===== src/rtl/program_loader.sv =====
// rtl/program_loader.sv - framed byte-stream loader: length, payload, checksum into RAM from address 0.
// Holds the CPU in reset during a load and releases it only after a good checksum.
module program_loader #(
   parameter int DATA_WIDTH = 8,
   parameter int ADDR_WIDTH = 4,
   parameter int RESET_HOLD = 2
) (
   input  logic                  clk,
   input  logic                  reset,
   input  logic                  start_i,
   input  logic                  byte_valid_i,
   input  logic [DATA_WIDTH-1:0] byte_data_i,
   output logic                  byte_ready_o,
   output logic                  ram_we_o,
   output logic [ADDR_WIDTH-1:0] ram_addr_o,
   output logic [DATA_WIDTH-1:0] ram_data_o,
   output logic                  cpu_reset_o,
   output logic                  busy_o,
   output logic                  done_o,
   output logic                  error_o
);

   typedef enum logic [2:0] {
      S_IDLE, S_LEN, S_DATA, S_CSUM, S_HOLD, S_DONE, S_ERROR
   } state_t;

   localparam int HOLD_W = (RESET_HOLD > 1) ? $clog2(RESET_HOLD) : 1;
   localparam logic [DATA_WIDTH-1:0] MAX_LEN = DATA_WIDTH'(2 ** ADDR_WIDTH);
   localparam logic [HOLD_W-1:0] HOLD_INIT = HOLD_W'(RESET_HOLD - 1);

   state_t                state;
   state_t                state_nx;
   logic                  xfer;
   logic                  len_bad;
   logic [DATA_WIDTH-1:0] sum;
   logic [DATA_WIDTH-1:0] sum_plus;
   logic [ADDR_WIDTH:0]   remaining;
   logic [ADDR_WIDTH-1:0] addr;
   logic [HOLD_W-1:0]     hold_cnt;

   assign xfer     = byte_valid_i & byte_ready_o;
   assign sum_plus = sum + byte_data_i;
   assign len_bad  = (byte_data_i == '0) || (byte_data_i > MAX_LEN);

   always_comb begin
      byte_ready_o = (state == S_LEN) || (state == S_DATA) || (state == S_CSUM);
      busy_o       = byte_ready_o || (state == S_HOLD);
   end

   always_ff @(posedge clk or posedge reset) begin
      if (reset) state <= S_IDLE;
      else       state <= state_nx;
   end

   always_comb begin
      state_nx = state;
      case (state)
         S_IDLE, S_DONE, S_ERROR: if (start_i) state_nx = S_LEN;
         S_LEN:  if (xfer) state_nx = len_bad ? S_ERROR : S_DATA;
         S_DATA: if (xfer && remaining == (ADDR_WIDTH+1)'(1)) state_nx = S_CSUM;
         S_CSUM: if (xfer) state_nx = (sum_plus == '0) ? S_HOLD : S_ERROR;
         S_HOLD: if (hold_cnt == '0) state_nx = S_DONE;
         default: state_nx = S_IDLE;
      endcase
   end

   // Datapath and registered status outputs; write strobe is one cycle after its transfer.
   always_ff @(posedge clk or posedge reset) begin
      if (reset) begin
         ram_we_o    <= 1'b0;
         ram_addr_o  <= '0;
         ram_data_o  <= '0;
         cpu_reset_o <= 1'b0;
         done_o      <= 1'b0;
         error_o     <= 1'b0;
         sum         <= '0;
         remaining   <= '0;
         addr        <= '0;
         hold_cnt    <= '0;
      end else begin
         ram_we_o <= 1'b0;
         case (state)
            S_IDLE, S_DONE, S_ERROR: begin
               if (start_i) begin
                  cpu_reset_o <= 1'b1;
                  done_o      <= 1'b0;
                  error_o     <= 1'b0;
                  sum         <= '0;
                  addr        <= '0;
               end
            end
            S_LEN: begin
               if (xfer) begin
                  sum       <= byte_data_i;
                  remaining <= byte_data_i[ADDR_WIDTH:0];
                  if (len_bad) error_o <= 1'b1;
               end
            end
            S_DATA: begin
               if (xfer) begin
                  ram_we_o   <= 1'b1;
                  ram_addr_o <= addr;
                  ram_data_o <= byte_data_i;
                  addr       <= addr + 1'b1;
                  sum        <= sum_plus;
                  remaining  <= remaining - 1'b1;
               end
            end
            S_CSUM: begin
               if (xfer) begin
                  sum      <= sum_plus;
                  hold_cnt <= HOLD_INIT;
                  if (sum_plus != '0) error_o <= 1'b1;
               end
            end
            S_HOLD: begin
               if (hold_cnt == '0) begin
                  cpu_reset_o <= 1'b0;
                  done_o      <= 1'b1;
               end else begin
                  hold_cnt <= hold_cnt - 1'b1;
               end
            end
            default: ;
         endcase
      end
   end

endmodule


===== config.mk =====
export PLATFORM = sky130hd
export DESIGN_NAME = program_loader
export DESIGN_NICKNAME = d
export VERILOG_FILES = /design/src/rtl/program_loader.sv
export SDC_FILE = /design/constraint.sdc
export NUM_CORES = 1
export LEC_CHECK = 0
export CAP_MARGIN = 10
export CORE_MARGIN = 2
export CORE_UTILIZATION = 35
export CTS_BUF_LIST = sky130_fd_sc_hd__clkbuf_4 sky130_fd_sc_hd__clkbuf_8 sky130_fd_sc_hd__clkbuf_16
export DETAILED_ROUTE_END_ITERATION = 12
export PLACE_DENSITY = 0.55
export SETUP_SLACK_MARGIN = 0.2
export SLEW_MARGIN = 20
export SYNTH_ARGS = -nofsm -noshare
export SYNTH_HDL_FRONTEND = slang
export SYNTH_SLANG_ARGS = --single-unit

===== constraint.sdc =====
create_clock -name clk -period 3.7 [get_ports clk]
set_input_delay 0.74 -clock clk [delete_from_list [all_inputs] [get_ports clk]]
set_output_delay 0.74 -clock clk [all_outputs]
set_load 0.02 [all_outputs]

Word-level counts from Yosys, hierarchy flattened
Cells that the tools add are included.
Widths: inputs -> output; s select.
Storage, ports and cells
  flip-flop bits (word level): 37
  bits in latches: 0
  bits in writable memories: 0
  memory bits (read-only): 0
  input bits: 12
  output and inout bits: 18
  word-level logic and storage cells: 92
  memories kept: 0
Operators by class
  $add $sub $neg: 4
  $mul: 0
  div/mod/pow operators: 0
  magnitude comparators: 1
  eq/ne operators: 16
  shift operators: 0
  mux-type cells: 34
  bitwise logic cells: 1
  reduce and logical (&&, ||, !) cells: 25
Operators with widths (count)
  $mux 8: 3
  $pmux 8 s3: 1
  $mux 3: 6
  $logic_not 8->1: 2
  $pmux 3 s5: 1
  $mux 1: 12
  $ne 2x2->1 const B: 6
  $mux 5: 2
  $pmux 5 s2: 1
  $eq 3x3->1 const B: 3
  $reduce_and 3->1: 3
  $add 8x8->8: 1
  $gt 8x5->1 const B: 1
  $mux 4: 2
  $pmux 4 s2: 1
  $reduce_bool 2->1: 4
  $reduce_bool 8->1: 1
  $eq 3x2->1 const B: 2
  $ne 2x1->1 const B: 3
  $pmux 1 s2: 3
  $reduce_and 6->1: 1
  $reduce_bool 3->1: 2
  $eq 5x1->1 const B: 1
  $reduce_and 5->1: 1
  14 further kinds: 18

Longest topological paths before layout
Gate-level depths: netlist (run 1).
  depth after elaboration: 7
  mapped depth: 8
  mapped depth without buffers: 8

Worst setup path before layout (run 1)
Ideal clock, no wire load.
  kind: input -> register
  start point: in byte_data_i[0]
  end point: reg error_o
  setup time: 0.082 ns
  data arrival time: 2.207 ns
  data required time: 3.618 ns
  slack: 1.411 ns
  stages: 8
  path buffers: 0
  cell sequence: ha_1 > inv_1 > fa_1 > nand2b_1 > a2111o_1 > o311ai_1 > nor2_1 > a31oi_1
On the way
  cells in the longest elaborated chain, start to end: 4
  elaborated cells on any way between the ends: 8
  classes of those cells: add/sub (1); order compare (1); eq/ne (2); reduce/logical (4)
Ends and longest elaborated chain
  start, declared: line 12  | input logic [DATA_WIDTH-1:0] byte_data_i,
  $add 8x8->8 (tied with other cells): line 42  | assign sum_plus = sum + byte_data_i;
  $reduce_bool 8->1 or $logic_or 1x1->1 (tied branches): line 113, 43
  $ne 2x1->1 (no line) or $ne 2x2->1 (tied branches)
  $reduce_and 6->1 (no line) *
  end signal, assigned: line 75  | error_o <= 1'b0;
  end signal, assigned: line 87  | error_o <= 1'b0;
  end signal, assigned: line 113  | if (sum_plus != '0) error_o <= 1'b1;
  end, declared: line 20  | output logic error_o
Every way passes the cells marked *; elsewhere a longest branch is shown, timed or not.
A chain may end at the register's enable or synchronous reset.

Worst setup path in the final report (run 1)
Ends and elaborated chain as after synthesis.

==> results.yml, run 1 <==
detailed_routing:
  vias_per_cell: 5.36
  drt_iter0_markers: 85
  drc: 0
  firstDrtPassIters: 4
  ant_nets: 0
  drt-wirelength-per-cell_um: 15.3
  num_vias: 1946
  wirelength_um: 5560
power:
  power_frac_clock: 0.135
  power.density_nw_per_um2: 822
  p_leak_nw: 1.20
  p_seq_frac: 0.300
  p_sw_frac: 0.444
  ir_worst_vdd_mv: 0.313
  p_int_mw: 1.24
  p_switching_mw: 0.995
  combPwrFrac: 0.566
worst_setup_path:
  start_kind: "input port"
  crit_required_ps: 3910
  crit_fanout: 5
  worstSetupPathType: "in2reg"
  r2r_cells: 7
  rrSetupSlack_ps: 1440
  endpoint_kind: "register"
  cp.arrival_ps: 2970
sta:
  maxSlewViolCount: 0
  rsz0062_at_grt: "no"
  period_minus_slack_ps: 2760
  maxSlewHeadroom: 0.643
  skew_ps: 9.51
  setup_tns_ps: 0
  layout_setup_ws_ps: 936
  worstMarginPinSlew_ps: 535
  setup_viol: 0
  clock.fmax_mhz: 362
  post-route-period-util: 0.747
  hold_viol: 0
clocking:
  worstSkewPairLatency_ps: 290
  cts_made_buffers: 5
  cts_root_buf: "clkbuf_8"
  path_clk_slew_ps: 70
  clockBufferDepth: 2
  post_cts_buffers: 0
  cts.repair.resized: 0
  cts_tree: "yes"
  hold_buffers: 0
  cts_sinks: 37
  cts_max_level: 2
die:
  die_area_um2: 7190
  ioPinCount: 30
  start_util: 0.360
  core_area_um2: 6350
  die_y_um: 84.8
  die-width_um: 84.8
  rows: 29
placed_design:
  dpl-instance-area_um2: 2630
  place_ws_ps: 619
  portBuffers: 29
  dp_hpwl_um: 3900
  gp_congestion: 0.799
logic_synthesis:
  synth.largest_area_cell: "dfrtp_1"
  synth.avg_cell_area_um2: 8.89
  synth_top_area_frac: 0.405
  yosysSeqAreaShare: 0.405
  synth_seq_cells: 37
  synth_async_sr_flop_share: 1.00
  ys_top_cells_by_area: "dfrtp_1 (41%), nand2_1 (8.9%), ha_1 (5.5%), a21oi_1 (3.5%), o21ai_0 (2.4%)"
  synth_ff_type: "dfrtp_1"
  netlist_area_um2: 2290
  netlist_instances: 257
  yosysUniqueCellTypes: 58
  syn_nets: 280
  synth_warnings: 0
  synth_edf_count: 0
finish:
  final_common_cell: "nand2_1"
  drive_above_1_share: 0.0839
  num_antenna_cells: 0
  utilization: 0.429
  fin_area_um2: 2720
  synthToLayoutAreaGrowth_pct: 19.1
  final_cell_mix: "nand2_1 (54), dfrtp_1 (37), clkdlybuf4s50_1 (29)"
  fin_nets: 309
global_routing:
  grt_use_total: 0.160
  antenna_found_initial: 0
  grt_pass1_wl_um: 9120
  grt_pass1_vias: 1760
  grt_max_degree: 38
  grt_overflow: 0
min_path:
  hold_depth: 2
  hp-class: "reg2reg"
run:
  drv_cap: 0
outcome:
  status: "finished, final reports clean"
## sequential cells by signal, summed over array words and instances (netlist names)
register	flops
addr	4
cpu_reset_o	1
done_o	1
error_o	1
hold_cnt	1
ram_addr_o	4
ram_data_o	8
ram_we_o	1
remaining	5
state	3
sum	8
## layer usage
metal,share of wire,global-route usage,vias up
li1,-,-,970
met1,0.49,0.231,931
met2,0.45,0.238,39
met3,0.046,0.0340,6
met4,0.016,0.0577,0
met5,0,0,-
## power groups by stage
stage | Clock, mW | Combinational [mW] | Sequential, mW
floorplan | 0 | 0.867 | 0.728
global placement | 0 | 1.27 | 0.679
detailed placement | 0 | 1.28 | 0.678
CTS | 0.312 | 1.28 | 0.673
global route | 0.328 | 1.40 | 0.695
finish | 0.302 | 1.27 | 0.671
## path summary, 6_finish.rpt
kind,start,end
max reg2reg,state[2],addr[3]
min reg2reg,ram_data_o[5],ram_data_o[5]
max,byte_data_i[0],error_o
min,ram_data_o[5],ram_data_o[5]
min in group asynchronous,reset,ram_data_o[6]
max in group asynchronous,reset,cpu_reset_o
## Yosys cell counts (2+ instances only)
| library cell | count |
|---|---|
| clkbuf_1 | 2 |
| o21ai_0 | 11 |
| a31oi_1 | 3 |
| nor3b_1 | 2 |
| inv_1 | 11 |
| a311o_1 | 2 |
| nand3_1 | 7 |
| nor4_1 | 4 |
| nand3b_1 | 2 |
| nor3_1 | 2 |
| a21oi_1 | 16 |
| a22o_1 | 4 |
| nor2_1 | 12 |
| inv_2 | 3 |
| ha_1 | 10 |
| or3_1 | 2 |
| dfrtp_1 | 37 |
| o211ai_1 | 2 |
| o21ai_1 | 10 |
| nand2_1 | 54 |
| buf_6 | 2 |
| nor2b_1 | 5 |
| nand2b_1 | 5 |
| xor2_1 | 4 |
| buf_2 | 5 |
| o221ai_1 | 2 |
| a22oi_1 | 2 |
| and3_1 | 2 |
| xnor2_1 | 5 |
## metrics by stage
stage	power (mW)	cells	hold slack [ps]
2_1_floorplan	1.60	257	460
3_3_place_gp	1.95	356	457
3_5_place_dp	1.96	356	463
4_1_cts	2.27	363	481
5_1_grt	2.43	363	502
6_report	2.24	363	476
## final cells by class
cell class	instances	area (um2)
inverters	14	52.6
clock buffers	7	90.1
flip-flops and latches	37	926
well taps	77	96.3
repair buffers	32	313
fillers	649	3630
multi-input cells	196	1240
## cell families (layout without fill, tap and decap cells)
| group | count (synthesis) | count (layout) | synth area share |
|---|---|---|---|
| AOI/OAI and AO/OA | 70 | 70 | 0.218 |
| xor gates and xnor gates | 9 | 9 | 0.0345 |
| adders and majority gates | 12 | 12 | 0.0684 |
| buffers and inverters | 24 | 53 | 0.0504 |
| DFF | 37 | 37 | 0.405 |
| and+or+nand+nor | 105 | 105 | 0.224 |
## worst max-delay path, stage by stage
cell	delay, ps
clkdlybuf4s50_1	590
ha_1	230
inv_1	60
fa_1	390
nand2b_1	190
a2111o_1	370
o311ai_1	110
nor2_1	130
a31oi_1	170
Power figures use the tool's default switching activity.
==> run 2, diff against run 1 <==
- clock period: 3.7 -> 2.85 ns (I/O delays scaled with it)
==> run 2 against run 1 <==
Compared with the run above: die area unchanged; combinational power up 31%; clock skew down 1.8 ps; critical path depth unchanged; highest routed layer unchanged.
==> results.yml, run 2 (synthesis gave the netlist of run 1 again) <==
detailed_routing:
  drt_iter0_markers: 123
  num_vias: 1946
  drc: 0
  maxUsedRoutingLayer: "met4"
  drt-wirelength-per-cell_um: 14.8
  vias_per_cell: 5.22
  wl_met2_um: 2630
  wirelength_um: 5520
  firstDrtPassIters: 4
  ant_nets: 0
  wl_met3_um: 145
  met1_length_um: 2690
worst_setup_path:
  cpMaxStageDelayCell: "clkdlybuf4s50_1"
  startpoint: "byte_data_i[0]"
  max_stage_delay_ps: 480
  start_kind: "input port"
  crit_fanout: 3
  path_cells: "clkdlybuf4s50_1 > ha_1 > inv_1 > fa_1 > nand2b_1 > a2111o_1 > o311ai_1 > nor2_1 > a31oi_1"
  endpoint_kind: "register"
  worstSetupPathType: "in2reg"
  cp.arrival_ps: 2650
  crit_required_ps: 3060
  r2r-start: "state[2]"
finish:
  final_cell_mix: "nand2_1 (54), dfrtp_1 (37), clkdlybuf4s50_1 (29)"
  num_antenna_cells: 0
  utilization: 0.439
  top_regs: "ram_data_o: 8 flops, sum: 8 flops, remaining: 5 flops"
  fin_area_um2: 2790
  synthToLayoutAreaGrowth_pct: 22.0
  layoutNonFillerInstCount: 373
  final_common_cell: "nand2_1"
  drive_above_1_share: 0.115
  fin_nets: 320
sta:
  rsz0062_at_grt: "no"
  clock.fmax_mhz: 410
  post-route-period-util: 0.856
  period_minus_slack_ps: 2440
  hold_slack_ps: 472
  layout_setup_ws_ps: 410
  setup_tns_ps: 0
  maxSlewHeadroom: 0.619
  skew_ps: 7.71
  worstMarginPinSlew_ps: 572
  setup_viol: 0
  hold_viol: 0
  maxSlewViolCount: 0
min_path:
  hp-class: "reg2reg"
  min_from: "ram_data_o[6]"
clocking:
  cts.repair.resized: 0
  cts_sinks: 37
  cts_root_buf: "clkbuf_8"
  post_cts_buffers: 0
  hold_buffers: 0
  cts_max_level: 2
  path_clk_slew_ps: 70
  cts_made_buffers: 5
  clockBufferDepth: 2
  cts_tree: "yes"
  worstSkewPairLatency_ps: 290
die:
  die_area_um2: 7190
  die_y_um: 84.8
  rows: 29
  start_util: 0.360
  die-width_um: 84.8
  core_area_um2: 6350
  ioPinCount: 30
global_routing:
  grt_overflow: 0
  grt_pass1_vias: 1919
  grt_max_degree: 38
  grt_pass1_wl_um: 9700
  antenna_found_initial: 0
  grt_use_total: 0.167
run:
  drv_cap: 0
power:
  power.density_nw_per_um2: 1040
  finalPower_mw: 2.89
  p_leak_nw: 1.25
  ir_worst_vdd_mv: 0.524
placed_design:
  dp_hpwl_um: 4100
  dpl-instance-area_um2: 2720
  place_ws_ps: 96.9
  placed_cells: 367
  portBuffers: 29
  gp_congestion: 0.827
outcome:
  status: "finished, final reports clean"
[run 2: changes by cell type in the layout (fill, tap and decap cells not counted)]
cell	change
clkbuf_8	-1
buf_4	+11
clkinv_2	+1
clkbuf_4	-1
[run 2: metal layers]
| metal | up-vias | GRT usage |
|---|---|---|
| met4 | 0 | 0.0390 |
| met1 | 924 | 0.232 |
| met3 | 6 | 0.0311 |
| li1 | 988 | - |
| met2 | 28 | 0.273 |
| met5 | - | 0 |
[run 2: worst max-delay path: cells and delay by family]
family,cells,cell delay (ps)
AOI/OAI and AO/OA,3,660
adders and majority gates,2,580
buffers and inverters,2,540
and+or+nand+nor,2,320
[run 2: path summary, 6_finish.rpt]
check	depth (start not counted)	slack [ps]	to
hold / removal	2	470	ram_data_o[6]
min in group asynchronous	3	710	ram_data_o[7]
hold reg to reg	2	470	ram_data_o[6]
max in group asynchronous	3	1800	remaining[2]
setup / recovery	9	410	error_o
setup reg to reg	7	800	addr[3]
[run 2: cell type report]
type | count | area, um2
Clock buffer | 5 | 68.8
Clock inverter | 1 | 5.00
Fill cell | 652 | 3560
Inverter | 14 | 52.6
Multi-Input combinational cell | 196 | 1240
Sequential cell | 37 | 926
Tap cell | 77 | 96.3
Timing Repair Buffer | 43 | 395
[run 2: where the power goes]
group | switching, mW | internal, mW | leakage (nW)
clock network | 0.182 | 0.161 | 0.0399
logic | 0.961 | 0.711 | 0.740
registers | 0.149 | 0.723 | 0.467
total | 1.29 | 1.60 | 1.25
